### config.mk
export PLATFORM = sky130hd
export DESIGN_NAME = inst_fetcher_flat
export DESIGN_NICKNAME = d
export VERILOG_FILES = /design/src/rtl/inst_fetcher_if.sv /design/src/rtl/inst_fetcher.sv /design/src/flat_wrapper.sv
export SDC_FILE = /design/constraint.sdc
export NUM_CORES = 1
export LEC_CHECK = 0
export BUFFER_PORTS_ARGS = -buffer_cell sky130_fd_sc_hd__buf_2
export CAP_MARGIN = 20
export CORE_MARGIN = 2
export CORE_UTILIZATION = 47
export CTS_CLUSTER_DIAMETER = 100
export DETAILED_ROUTE_END_ITERATION = 8
export PLACE_DENSITY = 0.81
export SYNTH_ARGS = -nofsm -noshare
export SYNTH_HDL_FRONTEND = slang
export SYNTH_SLANG_ARGS = --single-unit
export TNS_END_PERCENT = 1
### constraint.sdc
create_clock -name clk_in -period 1.7 [get_ports clk_in]
set_input_delay 0.085 -clock clk_in [delete_from_list [all_inputs] [get_ports clk_in]]
set_output_delay 0.085 -clock clk_in [all_outputs]
set_load 0.01 [all_outputs]
### src/rtl/inst_fetcher_if.sv
// rtl/inst_fetcher_if.sv - instruction cache request/response bus
interface inst_fetcher_if;
  logic        ic_req;
  logic [31:0] ic_addr;
  logic        ic_valid;
  logic [31:0] ic_data;

  modport master (
    output ic_req,
    output ic_addr,
    input  ic_valid,
    input  ic_data
  );

  modport slave (
    input  ic_req,
    input  ic_addr,
    output ic_valid,
    output ic_data
  );
endinterface

### src/rtl/inst_fetcher.sv
// rtl/inst_fetcher.sv - PC owner and instruction fetch front end (optional next-line prefetch: FETCHER_PREFETCH_EN)
module inst_fetcher #(
  parameter logic [31:0] RESET_PC = 32'h0000_0000
) (
  input  logic           clk_in,
  input  logic           rst_in,
  input  logic           rdy_in,
  input  logic           rob_clear,
  input  logic [31:0]    rob_new_pc,
  input  logic           f_ok,
  input  logic [31:0]    f_next_pc,
  output logic           inst_valid,
  output logic [31:0]    inst_addr,
  output logic [31:0]    inst_data,
  inst_fetcher_if.master ic
);

  typedef enum logic [1:0] {
    S_FETCH = 2'd0,
    S_WAIT  = 2'd1,
    S_HOLD  = 2'd2
  } state_t;

  state_t      state;
  logic [31:0] pc;
  logic        drop;
  logic        req_q;
  logic [31:0] addr_q;

`ifdef FETCHER_PREFETCH_EN
  logic        pf_valid;
  logic        pf_pend;
  logic [31:0] pf_addr;
  logic [31:0] pf_data;
`endif

  assign ic.ic_req  = req_q;
  assign ic.ic_addr = addr_q;

  // Fetch sequencing: reset > frozen > redirect > normal FETCH/WAIT/HOLD flow.
  always_ff @(posedge clk_in) begin
    if (rst_in) begin
      state      <= S_FETCH;
      pc         <= RESET_PC;
      drop       <= 1'b0;
      req_q      <= 1'b0;
      addr_q     <= 32'd0;
      inst_valid <= 1'b0;
      inst_addr  <= 32'd0;
      inst_data  <= 32'd0;
`ifdef FETCHER_PREFETCH_EN
      pf_valid   <= 1'b0;
      pf_pend    <= 1'b0;
      pf_addr    <= 32'd0;
      pf_data    <= 32'd0;
`endif
    end else if (!rdy_in) begin
      // Whole block frozen; the cache is frozen with us.
    end else if (rob_clear) begin
      pc         <= rob_new_pc;
      inst_valid <= 1'b0;
`ifdef FETCHER_PREFETCH_EN
      pf_valid   <= 1'b0;
      pf_pend    <= 1'b0;
`endif
      if (req_q && !ic.ic_valid) begin
        // Request cannot be cancelled: keep it open and throw its answer away.
        drop  <= 1'b1;
        state <= S_WAIT;
      end else begin
        drop  <= 1'b0;
        req_q <= 1'b0;
        state <= S_FETCH;
      end
    end else begin
      case (state)
        S_FETCH: begin
          req_q  <= 1'b1;
          addr_q <= pc;
          state  <= S_WAIT;
        end
        S_WAIT: begin
          if (ic.ic_valid) begin
            req_q <= 1'b0;
            if (drop) begin
              drop  <= 1'b0;
              state <= S_FETCH;
            end else begin
              inst_data  <= ic.ic_data;
              inst_addr  <= addr_q;
              inst_valid <= 1'b1;
              state      <= S_HOLD;
            end
          end
        end
        S_HOLD: begin
`ifdef FETCHER_PREFETCH_EN
          if (f_ok) begin
            pc       <= f_next_pc;
            pf_valid <= 1'b0;
            pf_pend  <= 1'b0;
            if (pf_valid && f_next_pc == pf_addr) begin
              // Buffered next line: present it straight away.
              inst_addr <= pf_addr;
              inst_data <= pf_data;
            end else if (pf_pend && f_next_pc == pf_addr && ic.ic_valid) begin
              inst_addr <= pf_addr;
              inst_data <= ic.ic_data;
              req_q     <= 1'b0;
            end else if (pf_pend && f_next_pc == pf_addr) begin
              // Wanted line is in flight; WAIT adopts its response.
              inst_valid <= 1'b0;
              state      <= S_WAIT;
            end else if (pf_pend && !ic.ic_valid) begin
              // Wrong line in flight: discard it, FETCH then issues the new pc.
              inst_valid <= 1'b0;
              drop       <= 1'b1;
              state      <= S_WAIT;
            end else begin
              inst_valid <= 1'b0;
              req_q      <= 1'b1;
              addr_q     <= f_next_pc;
              state      <= S_WAIT;
            end
          end else if (pf_pend) begin
            if (ic.ic_valid) begin
              pf_valid <= 1'b1;
              pf_pend  <= 1'b0;
              pf_data  <= ic.ic_data;
              req_q    <= 1'b0;
            end
          end else if (!pf_valid && !req_q) begin
            req_q   <= 1'b1;
            addr_q  <= inst_addr + 32'd4;
            pf_addr <= inst_addr + 32'd4;
            pf_pend <= 1'b1;
          end
`else
          if (f_ok) begin
            pc         <= f_next_pc;
            inst_valid <= 1'b0;
            req_q      <= 1'b1;
            addr_q     <= f_next_pc;
            state      <= S_WAIT;
          end
`endif
        end
        default: begin
          state <= S_FETCH;
        end
      endcase
    end
  end

endmodule

### src/flat_wrapper.sv
// flat-port wrapper written by rule: the top's interface ports become plain ports
module inst_fetcher_flat 
#(
  parameter logic [31:0] RESET_PC = 32'h0000_0000
)
  (clk_in, rst_in, rdy_in, rob_clear, rob_new_pc, f_ok, f_next_pc, inst_valid, inst_addr, inst_data, ic_ic_req, ic_ic_addr, ic_ic_valid, ic_ic_data);
  inst_fetcher_if ic_i ();
  input  logic clk_in;
  input  logic rst_in;
  input  logic rdy_in;
  input  logic rob_clear;
  input  logic [31:0] rob_new_pc;
  input  logic f_ok;
  input  logic [31:0] f_next_pc;
  output logic inst_valid;
  output logic [31:0] inst_addr;
  output logic [31:0] inst_data;
  output wire logic [$bits(ic_i.ic_req)-1:0] ic_ic_req;
  output wire logic [$bits(ic_i.ic_addr)-1:0] ic_ic_addr;
  input wire logic [$bits(ic_i.ic_valid)-1:0] ic_ic_valid;
  input wire logic [$bits(ic_i.ic_data)-1:0] ic_ic_data;
  assign ic_ic_req = ic_i.ic_req;
  assign ic_ic_addr = ic_i.ic_addr;
  assign ic_i.ic_valid = ic_ic_valid;
  assign ic_i.ic_data = ic_ic_data;
  inst_fetcher #(.RESET_PC(RESET_PC)) u_core (.clk_in(clk_in), .rst_in(rst_in), .rdy_in(rdy_in), .rob_clear(rob_clear), .rob_new_pc(rob_new_pc), .f_ok(f_ok), .f_next_pc(f_next_pc), .inst_valid(inst_valid), .inst_addr(inst_addr), .inst_data(inst_data), .ic(ic_i));
endmodule
=== Word level (Yosys, flattened, before mapping) ===
Cells that the tools add are included.

* Bits in latches: 0
* Input bits: 102
* RAM bits: 0
* ROM bits: 0
* Memories kept: 0
* Register bits: 133

* $lt $le $gt $ge: 0
* Reductions and logical operators: 17
* Divide/modulo/power cells: 0
* Muxes and demuxes: 23
* Bitwise logic cells: 2
* Shift-type cells: 0
* Add/sub/neg operators: 0
* Equal/unequal tests: 7
* Multiply operators: 0

{| class="wikitable"
|+ Operators by type and width
! kind !! count
|-
| 32-bit 2-to-1 mux || 3
|-
| 32-bit one-hot mux with 2 select lines || 1
|-
| 5-bit AND reduction || 3
|-
| 1-bit 2-to-1 mux || 12
|-
| 2-bit nonzero test || 5
|-
| 3-bit != test, second input constant || 3
|-
| 3-bit AND reduction || 3
|-
| 2-bit 2-to-1 mux || 4
|-
| 2-bit one-hot mux with 3 select lines || 1
|-
| 2-bit != test, second input constant || 2
|-
| 4-bit AND reduction || 1
|-
| 4-bit nonzero test || 1
|-
| 1-bit one-hot mux with 3 select lines || 1
|-
| 3-bit nonzero test || 1
|-
| 2-bit by 1-bit == test with 1-bit output, second input constant || 1
|-
| 2-bit == test, second input constant || 1
|-
| 2-bit logical NOT || 1
|-
| 1-bit NOT || 2
|-
| 1-bit one-hot mux with 2 select lines || 1
|-
| 1-bit logical AND || 1
|-
| 1-bit logical NOT || 1
|}

=== Depth between registers and ports, before layout ===
Gate-level depths: netlist (run 1).

* Depth in word-level cells: 4
* Depth in mapped cells: 7
* Gate-level depth less buffers: 3

=== Worst setup path after synthesis (run 1) ===
Ideal clock, no wire load.

* Kind: reg2reg
* Start: reg u_core.state[1]
* End: reg u_core.pc[10]
* Slack: 296 ps
* Library setup time: 121 ps
* Required time: 1579 ps
* Stages on the path, launching flop included: 6
* Data arrival time: 1284 ps
* Cell sequence: dfxtp_1 > buf_2 > and3b_1 > o21ai_2 > buf_4 > mux2_2

* Word-level cells in the longest chain between the ends: 3

{| class="wikitable"
|+ RTL lines
! item !! RTL line !! text
|-
| start, declared || inst_fetcher.sv:24 || <nowiki>state_t state;</nowiki>
|-
| start signal, assigned || inst_fetcher.sv:43 || <nowiki>state <= S_FETCH;</nowiki>
|-
| start signal, assigned || inst_fetcher.sv:69 || <nowiki>state <= S_WAIT;</nowiki>
|-
| start signal, assigned || inst_fetcher.sv:73 || <nowiki>state <= S_FETCH;</nowiki>
|-
| 2-bit == test || inst_fetcher.sv:76 || <nowiki>case (state)</nowiki>
|-
| 2-bit nonzero test (no source line) || -- ||
|-
| 3-bit AND reduction (no source line) || -- ||
|-
| end signal, assigned || inst_fetcher.sv:60 || <nowiki>pc <= rob_new_pc;</nowiki>
|-
| end signal, assigned || inst_fetcher.sv:140 || <nowiki>pc <= f_next_pc;</nowiki>
|-
| end, declared || inst_fetcher.sv:25 || <nowiki>logic [31:0] pc;</nowiki>
|}

No other way between the ends.
A chain may end at the register's enable or synchronous reset.

=== Worst setup path after layout (run 1) ===
* Start: reg u_core.state[1]
* End: reg u_core.inst_data[16]

* Word-level cells in the longest chain between the ends: 2

{| class="wikitable"
|+ RTL lines
! item !! RTL line !! text
|-
| 2-bit by 1-bit == test with 1-bit output || inst_fetcher.sv:76 ||
|-
| 5-bit AND reduction (no source line) || -- ||
|-
| end signal, assigned || inst_fetcher.sv:89 || <nowiki>inst_data <= ic.ic_data;</nowiki>
|-
| end, declared || inst_fetcher.sv:14 || <nowiki>output logic [31:0] inst_data,</nowiki>
|}

No other way between the ends.

==> results of run 1 <==
[worst min-delay path by stage]
| stage | startpoint | endpoint | cells past startpoint |
|---|---|---|---|
| global route | rob_new_pc[26] | u_core.pc[26]$_SDFFE_PP0P_ | 4 |
| detailed placement | ic_ic_data[30] | u_core.inst_data[30]$_SDFFE_PP0P_ | 3 |
| global placement | ic_ic_data[30] | u_core.inst_data[30]$_SDFFE_PP0P_ | 3 |
| floorplan | ic_ic_data[0] | u_core.inst_data[0]$_SDFFE_PP0P_ | 2 |
| finish | rob_new_pc[26] | u_core.pc[26]$_SDFFE_PP0P_ | 4 |
| CTS | rob_new_pc[26] | u_core.pc[26]$_SDFFE_PP0P_ | 4 |
[kinds of logic (layout without fill, tap and decap cells)]
family	count (synthesis)	in the layout	synth area share [%]
AO/OA/AOI/OAI	206	206	21.2
buffers and inverters	75	297	6.68
flip-flops	133	133	43.1
multiplexers	96	96	16.2
other	0	1	0
AND/OR/NAND/NOR	148	148	12.8
[cell type report]
type / count / share of cell area [%]
clock inverters: 9 / 1.81
multi-input cells: 450 / 37.8
diodes: 1 / 0.0302
clock buffers: 23 / 5.64
repair buffers: 262 / 19.9
flip-flops and latches: 133 / 32.1
well taps: 172 / 2.59
inverters: 3 / 0.136
[synth_stat cells, drive strengths merged]
library cell	n	share of area, %
nand2b	3	0.30
o21a	1	0.12
a31oi	1	0.10
o21ai	67	5.5
and3b	2	0.28
clkbuf	28	1.7
or3b	2	0.28
nand3b	1	0.12
a211oi	33	6.4
a32oi	1	0.14
nand3	64	5.2
dfxtp	133	43
and4bb	1	0.20
a22oi	1	0.12
nor3	1	0.081
nor3b	1	0.30
nand2	1	0.061
nor2b	34	3.4
buf	44	4.8
inv	3	0.18
mux2i	64	10
a2111oi	1	0.45
nand4bb	1	0.18
a31o	1	0.14
nor2	35	2.1
mux2	32	5.8
or3	1	0.10
a21oi	98	7.9
o31ai	1	0.12
o311a	1	0.16
and2	1	0.10
[critical path, stage by stage (launching register included)]
cell	delay, ns
dfxtp_1	0.48
nand4bb_2	0.23
buf_4	0.35
o21ai_0	0.16
a21oi_1	0.21
[registers in the layout, indices dropped and copies added, names as in the netlist]
signal	cells
u_core.pc	32
u_core.inst_addr	32
u_core.state	2
u_core.ic.ic_addr	32
u_core.drop	1
u_core.ic.ic_req	1
u_core.inst_valid	1
u_core.inst_data	32
[per-stage QoR]
stage | std cells | area (um2) | worst slack (ns) | utilization (%) | hold slack [ns]
2_1_floorplan | 658 | 6180 | 0.296 | - | 0.233
3_3_place_gp | 988 | 7360 | 0.244 | 57.8 | 0.340
3_5_place_dp | 988 | 7360 | 0.216 | 57.8 | 0.343
4_1_cts | 1052 | 8300 | 0.202 | 65.2 | 0.00723
5_1_grt | 1052 | 8300 | 0.0447 | 65.2 | 0.0262
6_report | 1053 | 8300 | 0.172 | 65.2 | 0.0172
[per-layer routing]
metal | vias to the layer above | wire length [um] | track usage, %
li1 | 2791 | - | -
met1 | 2733 | 7700 | 30.7
met2 | 239 | 8660 | 42.4
met3 | 25 | 1340 | 7.96
met4 | 0 | 305 | 8.26
met5 | - | 0 | 0
[power by group through the flow]
stage,sequential [mW],combinational (mW),clock (mW)
floorplan,3.39,0.544,0
global placement,3.37,0.906,0
detailed placement,3.37,0.919,0
CTS,3.31,0.981,3.91
global route,3.32,1.07,4.08
finish,3.31,0.990,3.85
[what timing repair did]
item / CTS / global route
buffers inserted: 0 / 0
hold buffers: 32 / 0
hold endpoints to repair: 32 / 0
gates resized for setup: 0 / 0
endpoints found under the setup margin: 0 / 0
==> out/results.ini, run 1 <==
[status]
status = complete, no violations

[setup_path]
r2r.worst_path.cells = 4
r2r-start = u_core.state[1]$_SDFFE_PP0P_
cp-end-kind = flip-flop
cp.arrival_ns = 1.87
worst-setup-path-type = flip-flop to flip-flop
r2r_end = u_core.inst_data[16]$_SDFFE_PP0P_
cp_max_fo = 43
startpoint = u_core.state[1]$_SDFFE_PP0P_
rrSetupSlack_ns = 0.17
critical_path_required_ns = 2.04
crit_path_end = u_core.inst_data[16]$_SDFFE_PP0P_
start_kind = flip-flop

[clock_tree]
clkSlewWorstSetupHoldPaths_ns = 0.06
tritoncts = yes
clkLatencyLatePin_ns = 0.43
cts_buffers = 17
cts_buffer_depth = 2
cts_sinks = 133
cts-root-buf = clkbuf_16
cts_htree_levels = 4

[routing]
wl_per_cell_um = 17.1
vias = 5788
antenna_left = 0
viasPerCell = 5.50
firstDrtPassIters = 4
wl_mm = 18.0
initialDrtViolationCount = 345
drc = 0

[die]
initial_core_util_pct = 48.6
rows = 41
die-area_um2 = 14100
die_w_um = 119
die_h_um = 119
ios = 200
coreArea_um2 = 12700

[synth]
syn_area_per_cell_um2 = 9.39
syn_nets = 760
synthCells = 658
ys_seq_elements = 133
yosysUniqueCellTypes = 40
ys_warn_count = 0
ys_seq_area_share_pct = 43.1
netlist_area_um2 = 6180

[sta]
drv_slew = 0
worstMarginPinSlew_ns = 0.379
fin_crit_sh_pct = 89.9
fin_skew_ns = 0.0103
setup_tns_ns = 0
max-slew-margin-rel_pct = 74.7
report.final.hold_viol_count = 0
fmax_mhz = 654
rsz0062_at_grt = false
setup_viol = 0
fin_crit_ns = 1.53

[flow_run]
drv_cap = 0

[place]
port_buffers = 199
routabilityCongestion = 0.812
dp_hpwl_mm = 11.5

[cells_and_area]
fillers = 1068
regArea_um2 = 2660
final_nets = 969
multiInputGateArea_um2 = 3130
area_growth_pct = 34.3
drive_above_1_share_pct = 36.5
final_cell_mix = 198 x buf_2, 133 x dfxtp_1, 98 x a21oi_1, 65 x o21ai_0
layout.cells.most_common = buf_2

[power]
p_per_area_nw_per_um2 = 983
p_leak_nw = 3.47
switching_share_pct = 23.8
p_sw_mw = 1.94
ir_drop_v = 0.000567
p_int_mw = 6.21
clock_power_share_pct = 47.3
power_frac_comb_pct = 12.1
p_total_mw = 8.15
seq_power_share_pct = 40.6

[global_route]
grt_use_total_pct = 25.3
first_global_vias = 5613
overflow = 0
antenna_found_initial = 0
grt_max_degree = 46
grt_pass1_wl_mm = 28.7

[min_path]
hold_path_class = input pin to flip-flop

No activity file was read; power rests on OpenSTA's default activity.
==> run 2: changes to the inputs <==
- CELL_PAD_IN_SITES_DETAIL_PLACEMENT: default -> 0
- CELL_PAD_IN_SITES_GLOBAL_PLACEMENT: default -> 2
- CORE_UTILIZATION: 47 -> 30
- PLACE_DENSITY: 0.81 -> 0.86
==> out/results.ini, run 2 (same netlist as run 1, synthesis figures left out) <==
[status]
status = complete, no violations  ; unchanged

[cells_and_area]
fillers = 2025  ; was 1068
fin_area_um2 = 8410  ; was 8300 um2
final_cell_mix = 198 x buf_2, 133 x dfxtp_1, 98 x a21oi_1, 65 x o21ai_0  ; unchanged
area_growth_pct = 36.1  ; was 34.3%
antenna_cells = 0  ; was 1
layout.cells.most_common = buf_2  ; unchanged
final_nets = 967  ; was 969
layout.cells.non_filler = 1147  ; was 1053
multiInputGateArea_um2 = 3150  ; was 3130 um2
final_util_pct = 41.5  ; was 65.2%
regArea_um2 = 2660  ; unchanged
drive_above_1_share_pct = 36.7  ; was 36.5%

[sta]
drv_slew = 0  ; unchanged
fin_ws_ns = 0.177  ; was 0.172 ns
setup_viol = 0  ; unchanged
fin_crit_ns = 1.52  ; was 1.53 ns
fmax_mhz = 657  ; was 654 MHz
rsz0062_at_grt = false  ; unchanged
setup_tns_ns = 0  ; unchanged
hold_ws_ns = 0.0188  ; was 0.0172 ns
worstMarginPinSlew_ns = 0.370  ; was 0.379 ns
fin_skew_ns = 0.00836  ; was 0.0103 ns
report.final.hold_viol_count = 0  ; unchanged
max-slew-margin-rel_pct = 75.2  ; was 74.7%
fin_crit_sh_pct = 89.6  ; was 89.9%

[setup_path]
startpoint = u_core.state[1]$_SDFFE_PP0P_  ; unchanged
path_cells = nand4bb_4 -> buf_12 -> o21ai_0 -> a21oi_1  ; was nand4bb_2 -> buf_4 -> o21ai_0 -> a21oi_1
cp-end-kind = flip-flop  ; unchanged
cp.arrival_ns = 1.83  ; was 1.87 ns
worst-setup-path-type = flip-flop to flip-flop  ; unchanged
critical_path_required_ns = 2.00  ; was 2.04 ns
critical_path.top_delay_family = simple AND/OR/NAND/NOR gates  ; was flip-flops
start_kind = flip-flop  ; unchanged
r2r-start = u_core.state[1]$_SDFFE_PP0P_  ; unchanged
crit_path_max_incr_delay_ns = 0.45  ; was 0.48 ns
cp_num_buf_inv = 1  ; unchanged
slowest_stage = nand4bb_4  ; was dfxtp_1
cp_max_fo = 34  ; was 43

[global_route]
first_global_vias = 5384  ; was 5613
grt_pass1_wl_mm = 29.6  ; was 28.7 mm
grt_max_degree = 55  ; was 46
overflow = 0  ; unchanged
grt_use_total_pct = 17.3  ; was 25.3%
antenna_found_initial = 0  ; unchanged

[clock_tree]
clkLatencyLatePin_ns = 0.42  ; was 0.43 ns
tritoncts = yes  ; unchanged
clkSlewWorstSetupHoldPaths_ns = 0.06  ; about the same
cts_buffer_depth = 2  ; unchanged
post_cts_resized = 0  ; unchanged
cts-root-buf = clkbuf_16  ; unchanged
hold_buffers = 32  ; unchanged
cts_htree_levels = 4  ; unchanged
cts_sinks = 133  ; unchanged
postCtsSetupBuffers = 0  ; unchanged
cts_buffers = 17  ; unchanged

[place]
dp.cells = 1084  ; was 988
port_buffers = 199  ; unchanged
dp_slack_ns = 0.186  ; was 0.216 ns
placed_cell_area_um2 = 7520  ; was 7360 um2
routabilityCongestion = 0.753  ; was 0.812
dp_hpwl_mm = 12.9  ; was 11.5 mm

[die]
rows = 52  ; was 41
die-area_um2 = 21800  ; was 14100 um2
ios = 200  ; unchanged
initial_core_util_pct = 30.5  ; was 48.6%
die_h_um = 147  ; was 119 um
die_w_um = 147  ; was 119 um
coreArea_um2 = 20200  ; was 12700 um2

[flow_run]
drv_cap = 0  ; unchanged

[routing]
drc = 0  ; unchanged
viasPerCell = 4.90  ; was 5.50
vias = 5625  ; was 5788
wl_per_cell_um = 16.6  ; was 17.1 um
antenna_left = 0  ; unchanged
initialDrtViolationCount = 216  ; was 345
firstDrtPassIters = 4  ; unchanged
wl_mm = 19.0  ; was 18.0 mm

[power]
p_per_area_nw_per_um2 = 939  ; was 983 nW/um2
ir_drop_v = 0.000655  ; was 0.000567 V
p_leak_nw = 3.46  ; was 3.47 nW
p_total_mw = 7.89  ; was 8.15 mW

[min_path]
hold_start = rob_new_pc[24]  ; was rob_new_pc[26]
hold_path_class = input pin to flip-flop  ; unchanged

-- run 2: cell types whose count changed in the layout (fill, tap and decap cells not counted), sizes merged --
cell,previous run,this run
clkinv,3,5
buf,230,228
diode,1,0
bufinv,4,1
clkbuf,23,21
inv,3,5
-- run 2: area by class of cell --
cell class,instances,share of cell area (%)
clock buffers,21,5.60
clock inverters,10,1.18
inverters,3,0.134
multi-input cells,450,37.4
flip-flops and latches,133,31.7
well taps,270,4.02
repair buffers,260,20.0
-- run 2: worst paths after layout --
check,end,slack (ns),cells past startpoint
worst max-delay path,u_core.inst_data[30]$_SDFFE_PP0P_,0.18,4
worst min-delay path,u_core.pc[24]$_SDFFE_PP0P_,0.02,4
worst max register to register,u_core.inst_data[30]$_SDFFE_PP0P_,0.18,4
worst min register to register,u_core.inst_data[27]$_SDFFE_PP0P_,0.47,2
-- run 2: metal layers --
| metal | global-route usage, % | vias up | wire [um] |
|---|---|---|---|
| met3 | 4.20 | 18 | 1210 |
| met4 | 4.81 | 0 | 198 |
| met1 | 23.6 | 2638 | 9140 |
| met5 | 0 | - | 0 |
| li1 | - | 2770 | - |
| met2 | 27.3 | 199 | 8500 |
-- run 2: power breakdown --
part	leakage, nW	switching (mW)	total, mW	internal [mW]
combinational	2.10	0.536	1.00	0.464
clock	0.276	1.45	3.58	2.13
sequential	1.08	0.0769	3.31	3.23
total	3.46	2.06	7.89	5.83
-- run 2: tightest hold or removal path: stages --
cell	delay (ns)
buf_2	0.08
mux2i_1	0.05
nor2_1	0.07
mux2_1	0.11
==> run 3: changes to the inputs <==
- ABC_AREA: default -> 1
- CORE_UTILIZATION: 30 -> 27
- GPL_TIMING_DRIVEN: default -> 0
==> out/results.ini, run 3 <==
[status]
status = complete, no violations  ; unchanged

[synth]
ys_seq_area_share_pct = 46.9  ; was 43.1%
synth_edf_count = 0  ; unchanged
netlist_area_um2 = 5680  ; was 6180 um2
yosysMostFrequentCell = o21ai_0  ; was dfxtp_1
yosysTopAreaCell = dfxtp_1  ; unchanged
yosys_most_used_dff = dfxtp_1  ; unchanged
syn_nets = 880  ; was 760
async_flop_share_pct = 0  ; unchanged
yosysUniqueCellTypes = 21  ; was 40
ys_seq_elements = 133  ; unchanged
synth.area.top_cells = dfxtp_1 47%, o21ai_0 15%, a21oi_1 12%, inv_1 11%, nand2_1 4.8%  ; was dfxtp_1 43%, mux2i_1 10%, a21oi_1 7.9%, a211oi_2 6.1%, o21ai_0 5.3%
syn_area_per_cell_um2 = 7.30  ; was 9.39 um2
ys_top_cells_by_count = 168 x o21ai_0, 167 x inv_1, 133 x dfxtp_1  ; was 133 x dfxtp_1, 98 x a21oi_1, 65 x o21ai_0
synthCells = 778  ; was 658
netlist.area_leader.share_pct = 46.9  ; was 43.1%
ys_warn_count = 0  ; unchanged

[die]
die_w_um = 149  ; was 147 um
die_h_um = 149  ; was 147 um
coreArea_um2 = 20800  ; was 20200 um2
die-area_um2 = 22200  ; was 21800 um2
ios = 200  ; unchanged
initial_core_util_pct = 27.3  ; was 30.5%
rows = 53  ; was 52

[sta]
report.final.hold_viol_count = 0  ; unchanged
fin_ws_ns = 0.129  ; was 0.177 ns
drv_slew = 0  ; unchanged
setup_tns_ns = 0  ; unchanged
fin_crit_ns = 1.57  ; was 1.52 ns
setup_viol = 0  ; unchanged
fin_crit_sh_pct = 92.4  ; was 89.6%
max-slew-margin-rel_pct = 67.0  ; was 75.2%
fmax_mhz = 636  ; was 657 MHz
worstMarginPinSlew_ns = 0.496  ; was 0.370 ns
rsz0062_at_grt = true  ; was false
fin_skew_ns = 0.00712  ; was 0.00836 ns

[setup_path]
cp-end-kind = flip-flop  ; unchanged
start_kind = input pin  ; was flip-flop
cp.arrival_ns = 1.92  ; was 1.83 ns
r2r.worst_path.cells = 7  ; was 4
critical_path_required_ns = 2.04  ; was 2.00 ns
worst-setup-path-type = input pin to flip-flop  ; was flip-flop to flip-flop
cp_max_fo = 10  ; was 34

[place]
routabilityCongestion = 0.815  ; was 0.753
dp_hpwl_mm = 14.0  ; was 12.9 mm
port_buffers = 198  ; was 199
placed_cell_area_um2 = 7020  ; was 7520 um2
dp_slack_ns = 0.166  ; was 0.186 ns
dp.cells = 1251  ; was 1084

[clock_tree]
cts_sinks = 133  ; unchanged
clkLatencyLatePin_ns = 0.42  ; about the same
tritoncts = yes  ; unchanged
cts_buffers = 17  ; unchanged
cts-root-buf = clkbuf_16  ; unchanged
clkSlewWorstSetupHoldPaths_ns = 0.06  ; about the same
cts_buffer_depth = 2  ; unchanged
cts_htree_levels = 4  ; unchanged

[min_path]
hold_path_class = input pin to flip-flop  ; unchanged
whs_path_depth = 5  ; was 4

[global_route]
first_global_vias = 5279  ; was 5384
grt_pass1_wl_mm = 28.2  ; was 29.6 mm
grt_use_total_pct = 16.4  ; was 17.3%
antenna_found_initial = 3  ; was 0
overflow = 0  ; unchanged
grt_max_degree = 17  ; was 55

[cells_and_area]
layout.cells.most_common = buf_2  ; unchanged
final_cell_mix = 213 x buf_2, 168 x o21ai_0, 167 x inv_1, 132 x dfxtp_1, 131 x a21oi_1  ; was 198 x buf_2, 133 x dfxtp_1, 98 x a21oi_1, 65 x o21ai_0
drive_above_1_share_pct = 26.3  ; was 36.7%
regArea_um2 = 2660  ; about the same
area_growth_pct = 39.7  ; was 36.1%
fillers = 2350  ; was 2025
multiInputGateArea_um2 = 2030  ; was 3150 um2
fin_area_um2 = 7940  ; was 8410 um2
layout.cells.non_filler = 1318  ; was 1147
final_nets = 1131  ; was 967

[routing]
viasPerCell = 4.28  ; was 4.90
wl_per_cell_um = 13.9  ; was 16.6 um
antenna_left = 0  ; unchanged
initialDrtViolationCount = 216  ; unchanged
firstDrtPassIters = 4  ; unchanged
vias = 5645  ; was 5625
wl_mm = 18.4  ; was 19.0 mm
drc = 0  ; unchanged

[power]
p_per_area_nw_per_um2 = 991  ; was 939 nW/um2
p_leak_nw = 3.56  ; was 3.46 nW
ir_drop_v = 0.000533  ; was 0.000655 V

[flow_run]
drv_cap = 0  ; unchanged

==> run 3: cell count changes in the layout (fill, tap and decap cells not counted), moves of 21 or more <==
cell,before,now
a211oi_2,30,0
mux2_2,22,0
o21ai_1,1,28
nor2_1,35,7
mux2i_1,64,0
a21oi_1,98,131
nand2_1,1,72
nand3_1,64,4
o21ai_0,65,168
clkbuf_1,1,22
inv_1,2,167
nor2b_1,32,0
==> run 3: repair_timing <==
action	CTS	global route
setup buffers	0	0
hold buffers	34	0
endpoints found under the hold margin	34	0
endpoints found under the setup margin	0	16
gates resized for setup	0	3
==> run 3: routing by layer <==
| layer | wire length (um) | track usage, % | share of wire (%) | vias up |
|---|---|---|---|---|
| met5 | 19 | 0 | 0.10 | - |
| li1 | - | - | - | 2985 |
| met1 | 8640 | 22.1 | 47 | 2487 |
| met3 | 964 | 3.21 | 5.3 | 26 |
| met4 | 350 | 5.76 | 1.9 | 4 |
| met2 | 8380 | 26.3 | 46 | 143 |
==> run 3: final cells by class <==
cell class / count / area share, %
flip-flops and latches: 133 / 33.5
multi-input cells: 421 / 25.6
repair buffers: 232 / 16.8
inverters: 169 / 7.99
clock buffers: 21 / 5.67
plain buffers: 55 / 4.46
well taps: 275 / 4.33
clock inverters: 11 / 1.59
diodes: 1 / 0.0315
==> run 3: report_power, final <==
| group | leakage [nW] | internal (mW) | switching, mW | total [mW] |
|---|---|---|---|---|
| sequential | 1.08 | 3.27 | 0.0883 | 3.35 |
| clock | 0.270 | 2.20 | 1.42 | 3.62 |
| combinational | 2.21 | 0.387 | 0.506 | 0.894 |
| total | 3.56 | 5.86 | 2.01 | 7.87 |
==> run 3: metrics by stage <==
stage	total power, mW	hold slack (ns)	util, %
floorplan	3.88	0.154	-
global placement	4.26	0.328	33.7
detailed placement	4.27	0.327	33.7
CTS	7.97	0.0346	38.1
global route	8.24	0.0951	38.1
finish	7.87	0.0450	38.1
==> run 3: logic make-up after synthesis <==
logic type / after synthesis / synth area share [%]
AOI/OAI and AO/OA: 330 / 29.3
DFF: 133 / 46.9
and+or+nand+nor: 91 / 6.50
buffers and inverters: 224 / 17.4
==> run 3: final timing paths <==
path,slack [ns],start,endpoint
max,0.13,rst_in,u_core.ic.ic_addr[3]$_SDFFE_PP0P_
max reg2reg,0.14,u_core.state[1]$_SDFFE_PP0P_,u_core.drop$_SDFFE_PP0P_
min reg2reg,0.44,u_core.inst_addr[17]$_SDFFE_PP0P_,u_core.inst_addr[17]$_SDFFE_PP0P_
min,0.05,rob_new_pc[31],u_core.pc[31]$_SDFFE_PP0P_
==> run 3: worst max-delay path: stages <==
cell and delay (ns):
dlygate4sd3_1 0.53, buf_2 0.16, inv_1 0.14, buf_2 0.30
clkbuf_1 0.37, o21ai_0 0.19, a21oi_1 0.14
